===== config.mk =====
export PLATFORM = sky130hd
export DESIGN_NAME = game_level_sequencer
export DESIGN_NICKNAME = d
export VERILOG_FILES = /design/src/rtl/game_level_sequencer.sv
export SDC_FILE = /design/constraint.sdc
export NUM_CORES = 1
export LEC_CHECK = 0
export CORE_UTILIZATION = 55
export CTS_BUF_LIST = sky130_fd_sc_hd__clkbuf_16
export CTS_CLUSTER_SIZE = 30
export DETAILED_ROUTE_END_ITERATION = 10
export PLACE_DENSITY = 0.84
export REMOVE_ABC_BUFFERS = 1
export SLEW_MARGIN = 40
export SYNTH_ARGS = -nofsm -noshare
export SYNTH_HDL_FRONTEND = slang
export SYNTH_SLANG_ARGS = --single-unit

===== constraint.sdc =====
create_clock -name clk -period 5.2 [get_ports clk]
set_input_delay 1.04 -clock clk [delete_from_list [all_inputs] [get_ports clk]]
set_output_delay 1.04 -clock clk [all_outputs]
set_load 0.005 [all_outputs]

===== src/rtl/game_level_sequencer.sv =====
// Game-flow controller: title, level launch, countdown, scoring, pass/fail/win.
// Define LEVEL_SEQ_PAUSE_EN to add a pause_key input and a PAUSED state (6).
module game_level_sequencer #(
  parameter int NUM_LEVELS     = 4,
  parameter int LEVEL_TIME_SEC = 60,
  parameter int FRAMES_PER_SEC = 30,
  parameter int GOAL_BASE      = 50,
  parameter int GOAL_STEP      = 40
) (
  input  logic        clk,
  input  logic        resetN,
  input  logic        startOfFrame,
  input  logic        is_enter_pressed,
  input  logic        level_ended,
  input  logic        score_pulse,
  input  logic [7:0]  score_value,
`ifdef LEVEL_SEQ_PAUSE_EN
  input  logic        pause_key,
`endif
  output logic        start_level,
  output logic        timer_endedN,
  output logic [15:0] goal,
  output logic [2:0]  level_num,
  output logic [6:0]  seconds_left,
  output logic [15:0] level_score,
  output logic [15:0] total_score,
  output logic [2:0]  game_state
);

`ifdef LEVEL_SEQ_PAUSE_EN
  typedef enum logic [2:0] {
    S_TITLE, S_LAUNCH, S_PLAYING, S_LEVEL_DONE,
    S_GAME_OVER, S_GAME_WON, S_PAUSED
  } state_t;
`else
  typedef enum logic [2:0] {
    S_TITLE, S_LAUNCH, S_PLAYING, S_LEVEL_DONE,
    S_GAME_OVER, S_GAME_WON
  } state_t;
`endif

  localparam int FW = (FRAMES_PER_SEC > 1) ? $clog2(FRAMES_PER_SEC) : 1;
  localparam logic [FW-1:0] FRAME_LAST = FW'(FRAMES_PER_SEC - 1);
  localparam logic [6:0]  SEC_INIT = 7'(LEVEL_TIME_SEC);
  localparam logic [2:0]  LAST_LVL = 3'(NUM_LEVELS - 1);
  localparam logic [15:0] GOAL_B   = 16'(GOAL_BASE);
  localparam logic [15:0] GOAL_S   = 16'(GOAL_STEP);

  state_t        state;
  logic          enter_q;
  logic          eval_pending;
  logic [FW-1:0] frame_cnt;
  logic          enter_edge;
  logic          score_en;

  function automatic logic [15:0] sat_add(
    input logic [15:0] a,
    input logic [7:0]  b
  );
    logic [16:0] s;
    s = {1'b0, a} + {9'd0, b};
    return s[16] ? 16'hFFFF : s[15:0];
  endfunction

  assign enter_edge = is_enter_pressed & ~enter_q;
  assign game_state = state;

`ifdef LEVEL_SEQ_PAUSE_EN
  logic pause_q;
  logic pause_edge;
  assign pause_edge = pause_key & ~pause_q;
  assign score_en = score_pulse & ((state == S_PLAYING) |
                    (state == S_LEVEL_DONE) | (state == S_PAUSED));
  always_ff @(posedge clk or negedge resetN)
    if (!resetN) pause_q <= 1'b0;
    else         pause_q <= pause_key;
`else
  assign score_en = score_pulse & ((state == S_PLAYING) |
                    (state == S_LEVEL_DONE));
`endif

  always_ff @(posedge clk or negedge resetN) begin
    if (!resetN) begin
      state        <= S_TITLE;
      enter_q      <= 1'b0;
      eval_pending <= 1'b0;
      frame_cnt    <= '0;
      start_level  <= 1'b0;
      timer_endedN <= 1'b1;
      goal         <= GOAL_B;
      level_num    <= '0;
      seconds_left <= SEC_INIT;
      level_score  <= '0;
      total_score  <= '0;
    end else begin
      enter_q     <= is_enter_pressed;
      start_level <= 1'b0;
      goal        <= GOAL_B + GOAL_S * {13'd0, level_num};
      if (score_en) begin
        level_score <= sat_add(level_score, score_value);
        total_score <= sat_add(total_score, score_value);
      end
      unique case (state)
        S_TITLE: if (enter_edge) begin
          level_num    <= '0;
          level_score  <= '0;
          total_score  <= '0;
          seconds_left <= SEC_INIT;
          frame_cnt    <= '0;
          timer_endedN <= 1'b1;
          start_level  <= 1'b1;
          state        <= S_LAUNCH;
        end
        S_LAUNCH: state <= S_PLAYING;
        S_PLAYING: begin
          if (startOfFrame) begin
            if (frame_cnt == FRAME_LAST) begin
              frame_cnt <= '0;
              if (seconds_left != 7'd0)
                seconds_left <= seconds_left - 7'd1;
              if (seconds_left == 7'd1)
                timer_endedN <= 1'b0;
            end else begin
              frame_cnt <= frame_cnt + FW'(1);
            end
          end
          if (level_ended && !timer_endedN) begin
            eval_pending <= 1'b1;
            state        <= S_LEVEL_DONE;
          end
`ifdef LEVEL_SEQ_PAUSE_EN
          else if (pause_edge) state <= S_PAUSED;
`endif
        end
        // Decide one cycle late so a pulse on the entry cycle is included
        S_LEVEL_DONE: begin
          if (eval_pending) begin
            eval_pending <= 1'b0;
          end else if (level_score < goal) begin
            state <= S_GAME_OVER;
          end else if (level_num == LAST_LVL) begin
            state <= S_GAME_WON;
          end else if (enter_edge) begin
            level_num    <= level_num + 3'd1;
            level_score  <= '0;
            seconds_left <= SEC_INIT;
            timer_endedN <= 1'b1;
            frame_cnt    <= '0;
            start_level  <= 1'b1;
            state        <= S_LAUNCH;
          end
        end
        S_GAME_OVER, S_GAME_WON:
          if (enter_edge) state <= S_TITLE;
`ifdef LEVEL_SEQ_PAUSE_EN
        S_PAUSED: if (pause_edge) state <= S_PLAYING;
`endif
        default: state <= S_TITLE;
      endcase
    end
  end

endmodule


==> flow_summary.yaml <==
status:
  status: "completed"
hold_path:
  whs_endpoint: "goal[3]"
  min_path_type: "reg2reg"
  hp-start: "level_num[0]"
  min_path_cells: 0
drt:
  initialDrtViolationCount: 202
  drt-total-wl_mm: 10.0
  routedWlPerCell_um: 16.7
  postRouteAntennaNets: 0
  first_pass_iters: 5
  route.vias.total: 3654
  viasPerCell: 6.08
  drcViolationCount: 0
layout:
  layout_commonest_cell: "clkdlybuf4s50_1"
  syn2layout_area_growth_pct: 24.2
  multi_input_area_um2: 2310
  nets: 550
  final_cell_mix: "clkdlybuf4s50_1, dfrtp_1, nor2_1"
  ff_latch_area_um2: 1540
  fillers: 525
  antennaDiodeCount: 0
  drive_above_1_share_pct: 10.3
global_route:
  antenna_found_initial: 0
  grt.overflow.total: 0
  grt_pass1_wl_mm: 16.7
  grt_pass1_vias: 3437
  grt_usage_pct: 28.1
  met3_usage_pct: 3.68
  grt.met2_usage_pct: 45.2
  grtUsageMet1_pct: 38.2
  grt_max_degree: 62
  gr-max-usage-layer: "met2"
sta:
  fmax_mhz: 275
  period_needed_ns: 3.64
  timing.final.max_slew_violations: 0
  worst_pin_slew_ns: 0.742
  setup_violations: 0
  tns_ns: 0
  fin_worst_skew_ns: 0.00501
  hold_viol_final: 0
  rsz0062_at_grt: "no"
  period_share_pct: 69.9
  slew_headroom_pct: 50.3
power_and_ir_drop:
  total_leakage_power_nw: 2.18
  ir_drop_uv: 302
  p_per_area_nw_per_um2: 614
  power_mw: 3.10
clocking:
  clock_sink_count: 61
  htree_num_levels: 3
  clock_latency_ns: 0.33
  cts_resized: 0
  path_clk_slew_ns: 0.05
  cts_buffers: 9
  cts_tree: "yes"
  clockRootBuffer: "clkbuf_16"
  postCtsHoldBufs: 0
  cts_setup_buffers: 0
  clockBufferDepth: 2
worst_setup_path:
  arrival_ns: 3.86
  reg2regPathDepth: 9
  cp_max_fo: 7
  cp.required_ns: 5.42
  cp-end-kind: "register"
  r2r_end: "total_score[1]"
  reg2reg_slack_ns: 2.40
  reg2reg_from: "total_score[0]"
  crit_path_start_kind: "input port"
  criticalPathCategory: "in2reg"
synthesis:
  synth_edf_count: 0
  yosysWarnings: 0
  synthTopCellsByArea: "dfrtp_1, ha_1, dfstp_2, nor2_1, a21oi_1"
  yosys.area.top_type: "dfrtp_1"
  synth_top_area_share_pct: 33.2
  ys_seq_elements: 61
  syn-mean-instance-area_um2: 9.43
  syn_area_um2: 4070
  synthCells: 431
  ys.flop_type: "dfrtp_1"
  synth_seq_area_share_pct: 37.8
  async_flop_share_pct: 100
  synth.distinct_cells: 72
placed_design:
  dpl.hpwl_mm: 6.93
  io_buffers: 67
  gp_congestion: 0.898
floorplanning:
  die-height_um: 88.0
  rows: 30
  dieArea_um2: 7740
  core_area_um2: 6980
  floorplan.initialDensity_pct: 58.2
  num_io_pins: 77
  fp.dieW_um: 88.0
run:
  cap_violations: 0
final cells by class:
| type | instances | area share (%) |
|---|---|---|
| multi-input combinational | 328 | 45.7 |
| sequential | 61 | 30.4 |
| timing repair buffer | 69 | 13.6 |
| clock buffer | 9 | 4.46 |
| tap | 96 | 2.38 |
| inverter | 31 | 2.30 |
| clock inverter | 7 | 1.16 |
metrics by stage:
stage	area [um^2]	util, %	hold slack (ns)	setup slack [ns]	std cells
3_3_place_gp	4760	68.2	0.471	1.35	585
6_report	5050	72.3	0.483	1.56	601
4_1_cts	5040	72.3	0.486	1.60	601
5_1_grt	5050	72.3	0.509	1.35	601
3_5_place_dp	4760	68.2	0.459	1.28	585
2_1_floorplan	3960	-	0.444	2.09	420
per-layer routing:
metal,wire length [um],vias to the layer above
met5,0,-
met4,184,0
met3,697,21
met2,4830,174
met1,4320,1750
li1,-,1709
cell families after synthesis:
| logic type | Yosys count | synth area share (%) |
|---|---|---|
| AND/OR/NAND/NOR | 133 | 17.0 |
| other | 2 | 0.185 |
| AO/OA/AOI/OAI | 133 | 23.5 |
| flip-flops | 61 | 37.8 |
| buffers and inverters | 49 | 6.12 |
| multiplexers | 2 | 0.523 |
| XOR/XNOR | 15 | 3.23 |
| adder cells (fa/ha/maj) | 36 | 11.6 |
report_power, final:
| part | internal, mW | switching (mW) |
|---|---|---|
| clock | 0.364 | 0.210 |
| sequential | 0.664 | 0.231 |
| combinational | 0.784 | 0.848 |
registers in the layout (all words and copies together) (netlist names):
signal and flops:
level_score 16, goal 7, total_score 16, seconds_left 7, eval_pending 1, timer_endedN 1
level_num 3, enter_q 1, frame_cnt 5, game_state 3, start_level 1
how the worst max path moves through the flow:
stage	startpoint	end	slack, ns
2_1_floorplan	score_value[0]	total_score[1]	2.09
3_3_place_gp	score_value[0]	total_score[1]	1.35
3_5_place_dp	score_value[0]	total_score[1]	1.28
4_1_cts	score_value[0]	total_score[1]	1.60
5_1_grt	score_value[0]	total_score[1]	1.35
6_report	score_value[0]	total_score[1]	1.56
synthesized netlist by cell type (all sizes together) (7+ instances only):
cell,count
a211oi,15
a21oi,29
a31oi,11
buf,14
dfrtp,54
dfstp,7
ha,33
inv,31
nand2,24
nand2b,7
nand3,9
nor2,46
nor3,15
o21ai,26
o22ai,11
xnor2,9
worst max-delay path, cell delays in order:
cell	delay, ns
clkdlybuf4s50_1	0.50
ha_1	0.21
inv_1	0.06
fa_1	0.38
nand2b_1	0.20
a211oi_1	0.31
o31ai_1	0.16
a211oi_1	0.47
nor2_1	0.23
a221oi_1	0.27
(Power assumes the default switching activity.)
